$ cat src/rtl/gray_ptr_ctrl_pkg.sv
// Shared definitions for the async-FIFO pointer controller.
//   MODE_WR / MODE_RD : side selector for gray_ptr_ctrl.
//   bin2gray          : binary to reflected Gray code.
//   gray2bin          : Gray code to binary (prefix XOR from the MSB down).
// Both converters work on a fixed wide vector. Callers zero-extend their
// operand and truncate the result; leading zeros do not affect either
// conversion.
package gray_ptr_ctrl_pkg;

    localparam int MODE_WR = 0;
    localparam int MODE_RD = 1;
    localparam int CODE_W  = 32;

    function automatic logic [CODE_W-1:0] bin2gray(input logic [CODE_W-1:0] b);
        return b ^ (b >> 1);
    endfunction

    function automatic logic [CODE_W-1:0] gray2bin(input logic [CODE_W-1:0] g);
        logic [CODE_W-1:0] b;
        b[CODE_W-1] = g[CODE_W-1];
        for (int i = CODE_W - 2; i >= 0; i--) begin
            b[i] = b[i+1] ^ g[i];
        end
        return b;
    endfunction

endpackage

$ cat src/rtl/gray_ptr_ctrl_sync.sv
// Multi-flop synchroniser for a Gray-coded bus from another clock domain.
//   clk : destination clock
//   rst : asynchronous active-high reset, clears every stage to 0
//   d   : bus from the remote domain (asynchronous to clk)
//   q   : output of the last stage
module cdc_sync_bus #(
    parameter int WIDTH  = 8,
    parameter int STAGES = 2
) (
    input  logic             clk,
    input  logic             rst,
    input  logic [WIDTH-1:0] d,
    output logic [WIDTH-1:0] q
);

    logic [WIDTH-1:0] stage_q [STAGES];

    always_ff @(posedge clk or posedge rst) begin
        if (rst) begin
            for (int i = 0; i < STAGES; i++) begin
                stage_q[i] <= '0;
            end
        end else begin
            stage_q[0] <= d;
            for (int i = 1; i < STAGES; i++) begin
                stage_q[i] <= stage_q[i-1];
            end
        end
    end

    assign q = stage_q[STAGES-1];

endmodule

$ cat src/rtl/gray_ptr_ctrl.sv
// Pointer / flag controller for one side of an asynchronous FIFO.
// MODE 0 (write side) raises full and almost-full; MODE 1 (read side)
// raises empty and almost-empty. Only ptr_gray may cross to the other
// clock domain.
//   clk         : domain clock
//   rst         : asynchronous active-high reset
//   inc         : push (MODE 0) / pop (MODE 1) request
//   remote_gray : Gray pointer of the other domain
//   ptr_gray    : registered local Gray pointer
//   addr        : RAM address (low bits of the binary pointer)
//   flag        : full (MODE 0) / empty (MODE 1), registered
//   almost      : almost-full / almost-empty, registered
//   level       : occupancy estimate 0..depth, registered
//   err         : one-cycle pulse after a rejected request
module gray_ptr_ctrl
    import gray_ptr_ctrl_pkg::*;
#(
    parameter int ADDR_WIDTH  = 7,
    parameter int MODE        = 0,
    parameter int SYNC_STAGES = 2,
    parameter int ALMOST_TH   = 2
) (
    input  logic                  clk,
    input  logic                  rst,
    input  logic                  inc,
    input  logic [ADDR_WIDTH:0]   remote_gray,
    output logic [ADDR_WIDTH:0]   ptr_gray,
    output logic [ADDR_WIDTH-1:0] addr,
    output logic                  flag,
    output logic                  almost,
    output logic [ADDR_WIDTH:0]   level,
    output logic                  err
);

    localparam int PTR_W = ADDR_WIDTH + 1;
    localparam int DEPTH = 1 << ADDR_WIDTH;
    localparam logic [PTR_W-1:0] ALM_WR_LVL = PTR_W'(DEPTH - ALMOST_TH);
    localparam logic [PTR_W-1:0] ALM_RD_LVL = PTR_W'(ALMOST_TH);
    // Read side comes out of reset empty, write side not full.
    localparam logic FLAG_RST = (MODE == MODE_RD);

    logic [PTR_W-1:0] rsync;
    logic [PTR_W-1:0] rbin;
    logic [PTR_W-1:0] full_pat;
    logic             inc_eff;

    logic [PTR_W-1:0] bin_q,   bin_d;
    logic [PTR_W-1:0] gray_q,  gray_d;
    logic [PTR_W-1:0] level_q, level_d;
    logic             flag_q,  flag_d;
    logic             almost_q, almost_d;
    logic             err_q,   err_d;

    cdc_sync_bus #(
        .WIDTH  (PTR_W),
        .STAGES (SYNC_STAGES)
    ) u_sync (
        .clk (clk),
        .rst (rst),
        .d   (remote_gray),
        .q   (rsync)
    );

    always_comb begin
        inc_eff = inc & ~flag_q;
        bin_d   = bin_q + {{(PTR_W-1){1'b0}}, inc_eff};
        gray_d  = PTR_W'(bin2gray(CODE_W'(bin_d)));
        rbin    = PTR_W'(gray2bin(CODE_W'(rsync)));
        // Full when the write pointer is exactly one lap ahead: in Gray
        // code that is the remote pointer with its top two bits inverted.
        full_pat = {~rsync[PTR_W-1:PTR_W-2], rsync[PTR_W-3:0]};
        err_d    = inc & flag_q;
        if (MODE == MODE_WR) begin
            level_d  = bin_d - rbin;
            flag_d   = (gray_d == full_pat);
            almost_d = (level_d >= ALM_WR_LVL);
        end else begin
            level_d  = rbin - bin_d;
            flag_d   = (gray_d == rsync);
            almost_d = (level_d <= ALM_RD_LVL);
        end
    end

    always_ff @(posedge clk or posedge rst) begin
        if (rst) begin
            bin_q    <= '0;
            gray_q   <= '0;
            level_q  <= '0;
            flag_q   <= FLAG_RST;
            almost_q <= FLAG_RST;
            err_q    <= 1'b0;
        end else begin
            bin_q    <= bin_d;
            gray_q   <= gray_d;
            level_q  <= level_d;
            flag_q   <= flag_d;
            almost_q <= almost_d;
            err_q    <= err_d;
        end
    end

    assign ptr_gray = gray_q;
    assign addr     = bin_q[ADDR_WIDTH-1:0];
    assign flag     = flag_q;
    assign almost   = almost_q;
    assign level    = level_q;
    assign err      = err_q;

endmodule
$ cat config.mk
export PLATFORM = sky130hd
export DESIGN_NAME = gray_ptr_ctrl
export DESIGN_NICKNAME = d
export VERILOG_FILES = /design/src/rtl/gray_ptr_ctrl_pkg.sv /design/src/rtl/gray_ptr_ctrl_sync.sv /design/src/rtl/gray_ptr_ctrl.sv
export SDC_FILE = /design/constraint.sdc
export NUM_CORES = 1
export LEC_CHECK = 0
export CORE_MARGIN = 4
export CORE_UTILIZATION = 40
export CTS_CLUSTER_SIZE = 28
export DETAILED_ROUTE_END_ITERATION = 16
export PLACE_DENSITY = 0.72
export SETUP_SLACK_MARGIN = 0.05
export SKIP_LAST_GASP = 1
export SLEW_MARGIN = 20
export SYNTH_ARGS = -nofsm -noshare
export SYNTH_HDL_FRONTEND = slang
export SYNTH_SLANG_ARGS = --single-unit
$ cat constraint.sdc
create_clock -name clk -period 5 [get_ports clk]
set_input_delay 1 -clock clk [delete_from_list [all_inputs] [get_ports clk]]
set_output_delay 1 -clock clk [all_outputs]
set_load 0.01 [all_outputs]
==> Word level (Yosys, flattened, before mapping) <==
Index checks and enable logic that the tools add are counted.
{ "word_totals": {"input_bits": 11, "word_cells": 24, "reg_bits": 43, "output_inout_bits": 26} }
{ "classes": {"eq_ne": 1, "add_sub_neg": 2, "n_lt_le_gt_ge": 1, "bitwise": 12} }
{ "ops": {"columns": ["op", "count"], "rows": [
  ["8-bit by 1-bit adder with 8-bit output", 1],
  ["8-bit == test", 1],
  ["8-bit by 7-bit greater-or-equal comparator with 1-bit output, second input constant", 1],
  ["8-bit subtractor", 1],
  ["8-bit by 7-bit bitwise XOR with 8-bit output", 1],
  ["1-bit bitwise XOR", 7],
  ["1-bit bitwise AND", 2],
  ["2-bit NOT", 1],
  ["1-bit NOT", 1]
]} }

==> Logic depth before layout (Yosys ltp) <==
Gate-level depths: netlist of the first run.
{ "depth": {"word_depth": 9, "ltp_mapped": 14, "depth_no_buf": 13} }

==> Cells and area by module <==
Synthesis of the first run repeated with hierarchy kept, for this count alone.
{ "hier_totals": {"cells_unflattened": 169, "hier_area_um2": 2053.2} }
{ "modules_own_cells": {"columns": ["module", "instances", "area_per_inst_um2", "cells_each", "seq_area_each_um2"], "rows": [
  ["gray_ptr_ctrl", 1, 1589.0, 144, 650.6],
  ["cdc_sync_bus", 1, 464.2, 25, 400.4]
]} }

==> Least setup slack after synthesis of the first run <==
No wires, ideal clock.
{ "synth_path": {"path_type": "input to register", "from": "input inc", "to": "register almost_q, in the netlist almost", "setup_slack_ns": 1.720, "arrival_time_ns": 3.160, "setup_ns": 0.120, "required_ns": 4.880, "path_buffers": 1, "path_stages": 13, "path_cell_list": "nor2b_1 > ha_1 > and2_0 > buf_2 > nand4_1 > xor2_1 > inv_1 > ha_1 > a21o_1 > a21oi_1 > o21ai_0 > xor2_1 > a41o_1"} }
{ "synth_between": {"elab_chain_cells": 4} }
{ "synth_lines": {"columns": ["item", "line", "source"], "rows": [
  ["start: declaration", "gray_ptr_ctrl.sv:25", "input logic inc,"],
  ["1-bit bitwise AND", "gray_ptr_ctrl.sv:65", "inc_eff = inc & ~flag_q;"],
  ["8-bit by 1-bit adder with 8-bit output", "gray_ptr_ctrl.sv:66", "bin_d = bin_q + {{(PTR_W-1){1'b0}}, inc_eff};"],
  ["named net bin_d[5]", "gray_ptr_ctrl.sv:47", "logic [PTR_W-1:0] bin_q, bin_d;"],
  ["8-bit subtractor", "gray_ptr_ctrl.sv:74", "level_d = bin_d - rbin;"],
  ["named net level_d[7]", "gray_ptr_ctrl.sv:49", "logic [PTR_W-1:0] level_q, level_d;"],
  ["8-bit by 7-bit greater-or-equal comparator with 1-bit output", "gray_ptr_ctrl.sv:76", "almost_d = (level_d >= ALM_WR_LVL);"],
  ["named net almost_d", "gray_ptr_ctrl.sv:51", "logic almost_q, almost_d;"],
  ["end signal: assignment", "gray_ptr_ctrl.sv:97", "almost_q <= almost_d;"],
  ["end: declaration", "gray_ptr_ctrl.sv:51", null]
]} }
The timed path passes the listed nets, and every way through them passes these cells.

==> Worst setup path in the final report of the first run <==
Same ends and word-level chain as after synthesis.

==> parameters.txt, run 1 <==
Parameter                              Value

Detailed routing
  Initial DRC Count ... 81
  Via density ... 4.85
  Drt pass-1 iters ... 4
  Number of remaining DRC errors ... 0
  DR vias ... 1183
  Average wire length per cell after detail routing ... approximately 13 um
  Antenna Violating Nets Remaining ... 0
  Routed WL ... 3.17 mm

Synthesis
  Post-Synthesis Cell Area ... 1890 um2
  Number of synthesis warnings ... 0
  Synthesized instance count ... 151
  Synth Net Count ... 173
  Synth unique cells ... 33
  Sequential share of the synthesized area ... 55.5%
  Number of register bits inferred by synthesis ... 42
  Synthesized area divided by synthesized cell count ... about 13 um2

Clock network
  Inserted Clock Buffers ... 5
  Hold-fix buffers, CTS ... 0
  Buffer count from post-CTS setup fixing ... 0
  Clock Pin Slew Worst Setup and Hold Paths ... 70 ps
  Clock net sink count ... 42
  Clock tree from TritonCTS ... yes
  Insertion delay to the later sink of the worst-skew pair ... 280 ps
  Clk root buf ... sky130_fd_sc_hd__clkbuf_8
  Cells resized by post-CTS repair ... 0
  Buffers from clock root to sink, at most ... 2
  CTS H-tree depth ... 2

STA
  Highest clock frequency the design can meet ... 0.265 GHz
  Slew of the pin with the lowest slew margin ... 496 ps
  Post-Route Skew ... around 6.5 ps
  Number of setup violations in the final report ... 0
  Rel. slew slack ... 66.9%
  Final total negative setup slack ... 0 ps
  Unrepaired setup endpoints after global routing ... no
  Pins Over Slew Limit ... 0
  Fin crit period ... 3770 ps
  Final count of hold timing violations ... 0
  Ratio of final minimum period to clock period ... about three quarters

GRT
  Gr ovfl total ... 0
  All-layer global routing usage ... 11.7%
  Maximum number of pins on one net before global-route repair ... 43
  Via count of the first global-routing pass ... between 1000 and 1500
  Number of antenna violations at the first check in global routing ... 0
  Wire length of the first global-routing pass ... 5.57 mm

Critical path
  CP arrival ... 3940 ps
  Type of element capturing the critical path ... flop
  RR Endpoint ... almost
  Required @ worst endpoint ... 5170 ps
  Depth of the most critical reg-to-reg path ... 13
  Register-to-register path setup slack ... 1820 ps
  Worst r2r src ... u_sync.q[7]
  Critical Setup Path Class ... in -> reg
  Crit start category ... input pin
  Largest fanout on the critical path ... 6

Power and ir drop
  Leakage dissipation ... approximately 0.0011 uW
  Power per Cell Area ... approximately 620 nW/um2
  Maximum vdd ir drop ... 311 uV

Floorplanning
  Area of the core ... 4470 um2
  Number of primary I/O pins ... 37
  Die outline width ... 76.8 um
  Initial core utilization ... 42.3%
  Area enclosed by the die boundary ... between 5000 and 6000 um2
  Cell row count ... 24
  Die height ... around 77 um

Place
  DPL Wire Length ... 2.48 mm
  Input/output buffers ... 36
  Post-placement cell count ... 236
  GP Congestion ... around 0.80

Layout
  Commonest non-fill, non-tap cells in the layout ... 42 x sky130_fd_sc_hd__dfrtp_1, 36 x sky130_fd_sc_hd__clkdlybuf4s50_1, 17 x sky130_fd_sc_hd__xor2_1, 15 x sky130_fd_sc_hd__xnor2_1, 10 x sky130_fd_sc_hd__ha_1
  Area grow syn2layout ... 26.5%
  Number of inserted filler cells in the final layout ... about 380
  Leading cell type in the layout, fill and taps excluded ... sky130_fd_sc_hd__dfrtp_1
  Count of placed standard cells in the final layout, fillers left out ... 244
  Nets ... roughly 210
  Antenna fix cells ... 0
  Share of layout cells above drive strength 1 ... 7.29%

Worst hold path
  Hold Crit Class ... reg -> reg
  Number of cells on the worst hold path ... 0
  Worst Hold End ... u_sync.q[1]
  Worst Hold Launch ... u_sync.stage_q[9]

Run status
  Status ... complete, no violations

Flow run
  Max-capacitance violation count ... 0
area by class of cell:
cell class | count | area (um2) | share of cell area (%)
Sequential cell | 42 | 1050 | 43.9
Multi-Input combinational cell | 96 | 786 | 32.8
Timing Repair Buffer | 37 | 368 | 15.4
Clock buffer | 7 | 86.3 | 3.61
Tap cell | 52 | 65.1 | 2.72
Inverter | 9 | 33.8 | 1.41
Clock inverter | 1 | 5.00 | 0.209
registers in the layout, summed over array words and instances (netlist names):
signal and cells:
bin_q 8, err 1, u_sync.stage_q 8, u_sync.q 8, flag 1, ptr_gray 7
almost 1, level 8
how the worst max path moves through the flow:
stage,startpoint,end,cells past startpoint
finish,inc,almost,13
global route,inc,almost,13
CTS,inc,almost,13
detailed placement,inc,almost,13
global placement,inc,almost,13
floorplan,inc,almost,13
per-stage QoR:
stage          total power, uW  cell area [um2]  setup WS [ps]  utilization [%]  hold WS (ps)
2_1_floorplan             1000             1890           1720                -           331
3_3_place_gp              1270             2300           1060             51.5           333
3_5_place_dp              1280             2300            957             51.5           335
4_1_cts                   1510             2390           1250             53.5           352
5_1_grt                   1620             2390           1040             53.5           353
6_report                  1490             2390           1230             53.5           349
power by group:
part           internal [uW]  switching [uW]
Clock                    111             103
Combinational            386             377
Sequential               442            66.0
logic make-up (layout without fill, tap and decap cells):
family          after synthesis  in the layout  synth area share [%]
fa+ha+maj                    11             11                  7.67
flops                        42             42                  55.5
xor+xnor                     35             35                  17.4
compound gates               18             18                  6.21
buf+inv                      13             54                  2.97
simple gates                 30             30                  9.19
mux                           2              2                  1.06
cells in the mapped netlist:
library cell	number	area, um2
sky130_fd_sc_hd__a2111oi_0	1	8.76
sky130_fd_sc_hd__xor2_2	2	32.5
sky130_fd_sc_hd__a41o_1	1	10.0
sky130_fd_sc_hd__fa_1	1	20.0
sky130_fd_sc_hd__nor2_1	2	7.51
sky130_fd_sc_hd__nand4b_1	1	8.76
sky130_fd_sc_hd__and4_4	1	11.3
sky130_fd_sc_hd__xnor2_2	1	16.3
sky130_fd_sc_hd__xor2_1	17	149
sky130_fd_sc_hd__and3_1	2	12.5
sky130_fd_sc_hd__a21o_1	1	7.51
sky130_fd_sc_hd__nand2b_1	4	25.0
sky130_fd_sc_hd__nand3_2	1	10.0
sky130_fd_sc_hd__nor2b_1	4	25.0
sky130_fd_sc_hd__and2_0	1	6.26
sky130_fd_sc_hd__nand3_1	2	10.0
sky130_fd_sc_hd__a21oi_1	5	25.0
sky130_fd_sc_hd__ha_1	10	125
sky130_fd_sc_hd__o31a_1	2	17.5
sky130_fd_sc_hd__nand2_1	7	26.3
sky130_fd_sc_hd__inv_1	9	33.8
sky130_fd_sc_hd__or3_1	1	6.26
sky130_fd_sc_hd__mux2i_1	2	20.0
sky130_fd_sc_hd__or2_2	1	6.26
sky130_fd_sc_hd__o21ai_0	5	25.0
sky130_fd_sc_hd__o2111ai_1	1	8.76
sky130_fd_sc_hd__and2_1	1	6.26
sky130_fd_sc_hd__xnor2_1	15	131
sky130_fd_sc_hd__buf_2	3	15.0
sky130_fd_sc_hd__o21a_1	2	15.0
sky130_fd_sc_hd__nand4_1	2	12.5
sky130_fd_sc_hd__dfrtp_1	42	1050
sky130_fd_sc_hd__buf_4	1	7.51
worst max-delay path, stage by stage:
cell	delay [ps]
sky130_fd_sc_hd__clkdlybuf4s50_1	460
sky130_fd_sc_hd__nor2b_1	130
sky130_fd_sc_hd__ha_1	210
sky130_fd_sc_hd__and2_0	330
sky130_fd_sc_hd__nand4_1	160
sky130_fd_sc_hd__xor2_1	320
sky130_fd_sc_hd__inv_1	150
sky130_fd_sc_hd__ha_1	360
sky130_fd_sc_hd__a21o_1	190
sky130_fd_sc_hd__a21oi_1	120
sky130_fd_sc_hd__o21ai_0	110
sky130_fd_sc_hd__xor2_1	170
sky130_fd_sc_hd__a41o_1	220
layer usage:
layer	wire length (um)	vias up	track usage (%)
li1	-	573	-
met2	1500	35	17.5
met4	19	0	2.17
met5	0	-	0
met1	1440	572	16.1
met3	211	3	4.80
(Power assumes the default switching activity.)
==> run 2, diff against run 1 <==
clock period = 3.5 ns   (was 5 ns; I/O delays follow)
==> parameters.txt, run 2 (same netlist as run 1, synthesis figures left out) <==
Parameter                              Value

Run status
  Status ... complete, no violations

Place
  Input/output buffers ... 36 (unchanged)
  DPL Wire Length ... 2.60 mm (+4.9%)
  Place WS ... -17.8 ps (-975 ps)
  GP Congestion ... 0.823 (+2.4%)
  Post-placement cell count ... 244 (+3.4%)

Flow run
  Max-capacitance violation count ... 0 (unchanged)

STA
  Post-Route Skew ... 4.34 ps (-2.20 ps)
  Fin crit period ... 3150 ps
  Final total negative setup slack ... 0 ps (unchanged)
  Pins Over Slew Limit ... 0 (unchanged)
  Highest clock frequency the design can meet ... 0.317 GHz
  Final count of hold timing violations ... 0 (unchanged)
  Number of setup violations in the final report ... 0 (unchanged)
  Ratio of final minimum period to clock period ... 90.1%
  Unrepaired setup endpoints after global routing ... no
  Rel. slew slack ... 65.8% (-1.2 points)
  Worst Setup Slack, final ... 346 ps (-882 ps)
  Slew of the pin with the lowest slew margin ... 513 ps (+17.5 ps)

Power and ir drop
  Power per Cell Area ... 901 nW/um2 (+45%)
  Leakage dissipation ... 0.00117 uW (+6.8%)
  Maximum vdd ir drop ... 451 uV (+45%)

Clock network
  Hold-fix buffers, CTS ... 0 (unchanged)
  Insertion delay to the later sink of the worst-skew pair ... 280 ps (about the same)
  CTS H-tree depth ... 2 (unchanged)
  Buffers from clock root to sink, at most ... 2 (unchanged)
  Inserted Clock Buffers ... 5 (unchanged)
  Clk root buf ... sky130_fd_sc_hd__clkbuf_8
  Clock net sink count ... 42 (unchanged)
  Clock Pin Slew Worst Setup and Hold Paths ... 70 ps (about the same)
  Clock tree from TritonCTS ... yes

Detailed routing
  Routed WL ... 3.39 mm (+6.9%)
  Average wire length per cell after detail routing ... 13.3 um (+2.3%)
  Drt pass-1 iters ... 4 (unchanged)
  Initial DRC Count ... 43 (-47%)
  Number of remaining DRC errors ... 0 (unchanged)
  Via density ... 4.83 (-0.43%)
  DR vias ... 1231 (+4.1%)
  Antenna Violating Nets Remaining ... 0 (unchanged)

Critical path
  Worst-path cell with the longest stage delay ... sky130_fd_sc_hd__dfrtp_1
  Critical Setup Path Class ... reg -> reg
  Crit start category ... flop
  Worst r2r src ... u_sync.q[7]
  Required @ worst endpoint ... 3730 ps (-1440 ps)
  CP arrival ... 3380 ps (-560 ps)
  RR Endpoint ... almost
  Type of element capturing the critical path ... flop
  Largest fanout on the critical path ... 4 (-2)
  Largest stage delay on the critical path ... 420 ps (-40 ps)
  Register-to-register path setup slack ... 350 ps (-1470 ps)
  CP cell instances ... xnor2_2, xor2_2, xor2_1, xnor2_1, xnor2_1, ha_1, fa_1, nor2b_1, o31a_1, o21ai_1, nand2b_1, xor2_2, a41o_1
  Depth of the most critical reg-to-reg path ... 13 (unchanged)

Floorplanning
  Initial core utilization ... 42.3% (unchanged)
  Area of the core ... 4470 um2 (unchanged)
  Die outline width ... 76.8 um (unchanged)
  Die height ... 76.8 um (unchanged)
  Area enclosed by the die boundary ... 5900 um2 (unchanged)
  Number of primary I/O pins ... 37 (unchanged)
  Cell row count ... 24 (unchanged)

Layout
  Leading cell type in the layout, fill and taps excluded ... sky130_fd_sc_hd__dfrtp_1
  Commonest non-fill, non-tap cells in the layout ... 42 x sky130_fd_sc_hd__dfrtp_1, 36 x sky130_fd_sc_hd__clkdlybuf4s50_1, 16 x sky130_fd_sc_hd__xor2_1, 13 x sky130_fd_sc_hd__xnor2_1, 12 x sky130_fd_sc_hd__buf_4
  Share of layout cells above drive strength 1 ... 14.8% (+7.5 points)
  Antenna fix cells ... 0 (unchanged)
  Count of placed standard cells in the final layout, fillers left out ... 255 (+4.5%)
  Area grow syn2layout ... 33.2%
  Multi-input logic area ... 811 um2 (+3.2%)
  Nets ... 224 (+5.2%)
  Number of inserted filler cells in the final layout ... 367 (-3.2%)
  Flip-flop and latch area ... 1050 um2 (unchanged)

GRT
  Via count of the first global-routing pass ... 1300 (+13%)
  Wire length of the first global-routing pass ... 6.09 mm (+9.4%)
  Maximum number of pins on one net before global-route repair ... 43 (unchanged)
  All-layer global routing usage ... 13.0% (+1.3 points)
  Gr ovfl total ... 0 (unchanged)
  Number of antenna violations at the first check in global routing ... 0 (unchanged)

Worst hold path
  Hold Crit Class ... reg -> reg
  Worst Hold Launch ... u_sync.stage_q[14]
  Worst Hold End ... u_sync.q[6]
  Number of cells on the worst hold path ... 0 (unchanged)
[run 2: cell types whose count changed in the layout (fill, tap and decap cells not counted), moves of 2 or more]
cell / delta
sky130_fd_sc_hd__clkbuf_8: +2
sky130_fd_sc_hd__buf_4: +11
sky130_fd_sc_hd__xnor2_2: +2
sky130_fd_sc_hd__xnor2_1: -2
[run 2: how the worst max path moves through the flow]
| stage | start | to | cells after the start |
|---|---|---|---|
| after global routing | inc | almost | 14 |
| final | u_sync.q[7] | almost | 13 |
| after detailed placement | inc | almost | 13 |
| after floorplan | inc | almost | 13 |
| after global placement | inc | almost | 13 |
| after CTS | u_sync.q[7] | almost | 13 |
[run 2: worst max-delay path, delay by kind of cell, from the launching register on]
kind,cells,cell delay [ps]
AOI/OAI and AO/OA,3,430
xor gates and xnor gates,6,1310
adders and majority gates,2,620
DFF,1,420
and+or+nand+nor,2,300
[run 2: power breakdown]
group          switching [uW]  internal, uW
sequential               95.8           632
combinational             572           625
clock                     149           199
[run 2: cell type report]
cell class / instances / share of cell area [%]
timing repair buffer: 48 / 17.9
tap: 52 / 2.58
sequential: 42 / 41.7
multi-input combinational: 96 / 32.2
clock buffer: 8 / 4.37
inverter: 9 / 1.34
[run 2: repair_timing]
item | 4_1_cts | 5_1_grt
resized for setup | 0 | 6
setup endpoints to repair | 0 | 1
setup buffers | 0 | 3
[run 2: layer usage]
layer | up-vias | wire [um] | GRT usage, %
met3 | 6 | 187 | 4.22
met1 | 599 | 1510 | 16.5
met4 | 0 | 55 | 4.89
met2 | 35 | 1630 | 20.8
li1 | 591 | - | -
met5 | - | 0 | 0
[run 2: per-stage QoR]
step | util, % | instance area (um2) | power (uW) | hold WS, ps
6_report | 56.3 | 2520 | 2270 | 346
2_1_floorplan | - | 1890 | 1430 | 331
5_1_grt | 56.3 | 2520 | 2460 | 357
4_1_cts | 55.3 | 2470 | 2260 | 346
3_3_place_gp | 52.8 | 2360 | 1870 | 334
3_5_place_dp | 52.8 | 2360 | 1900 | 335
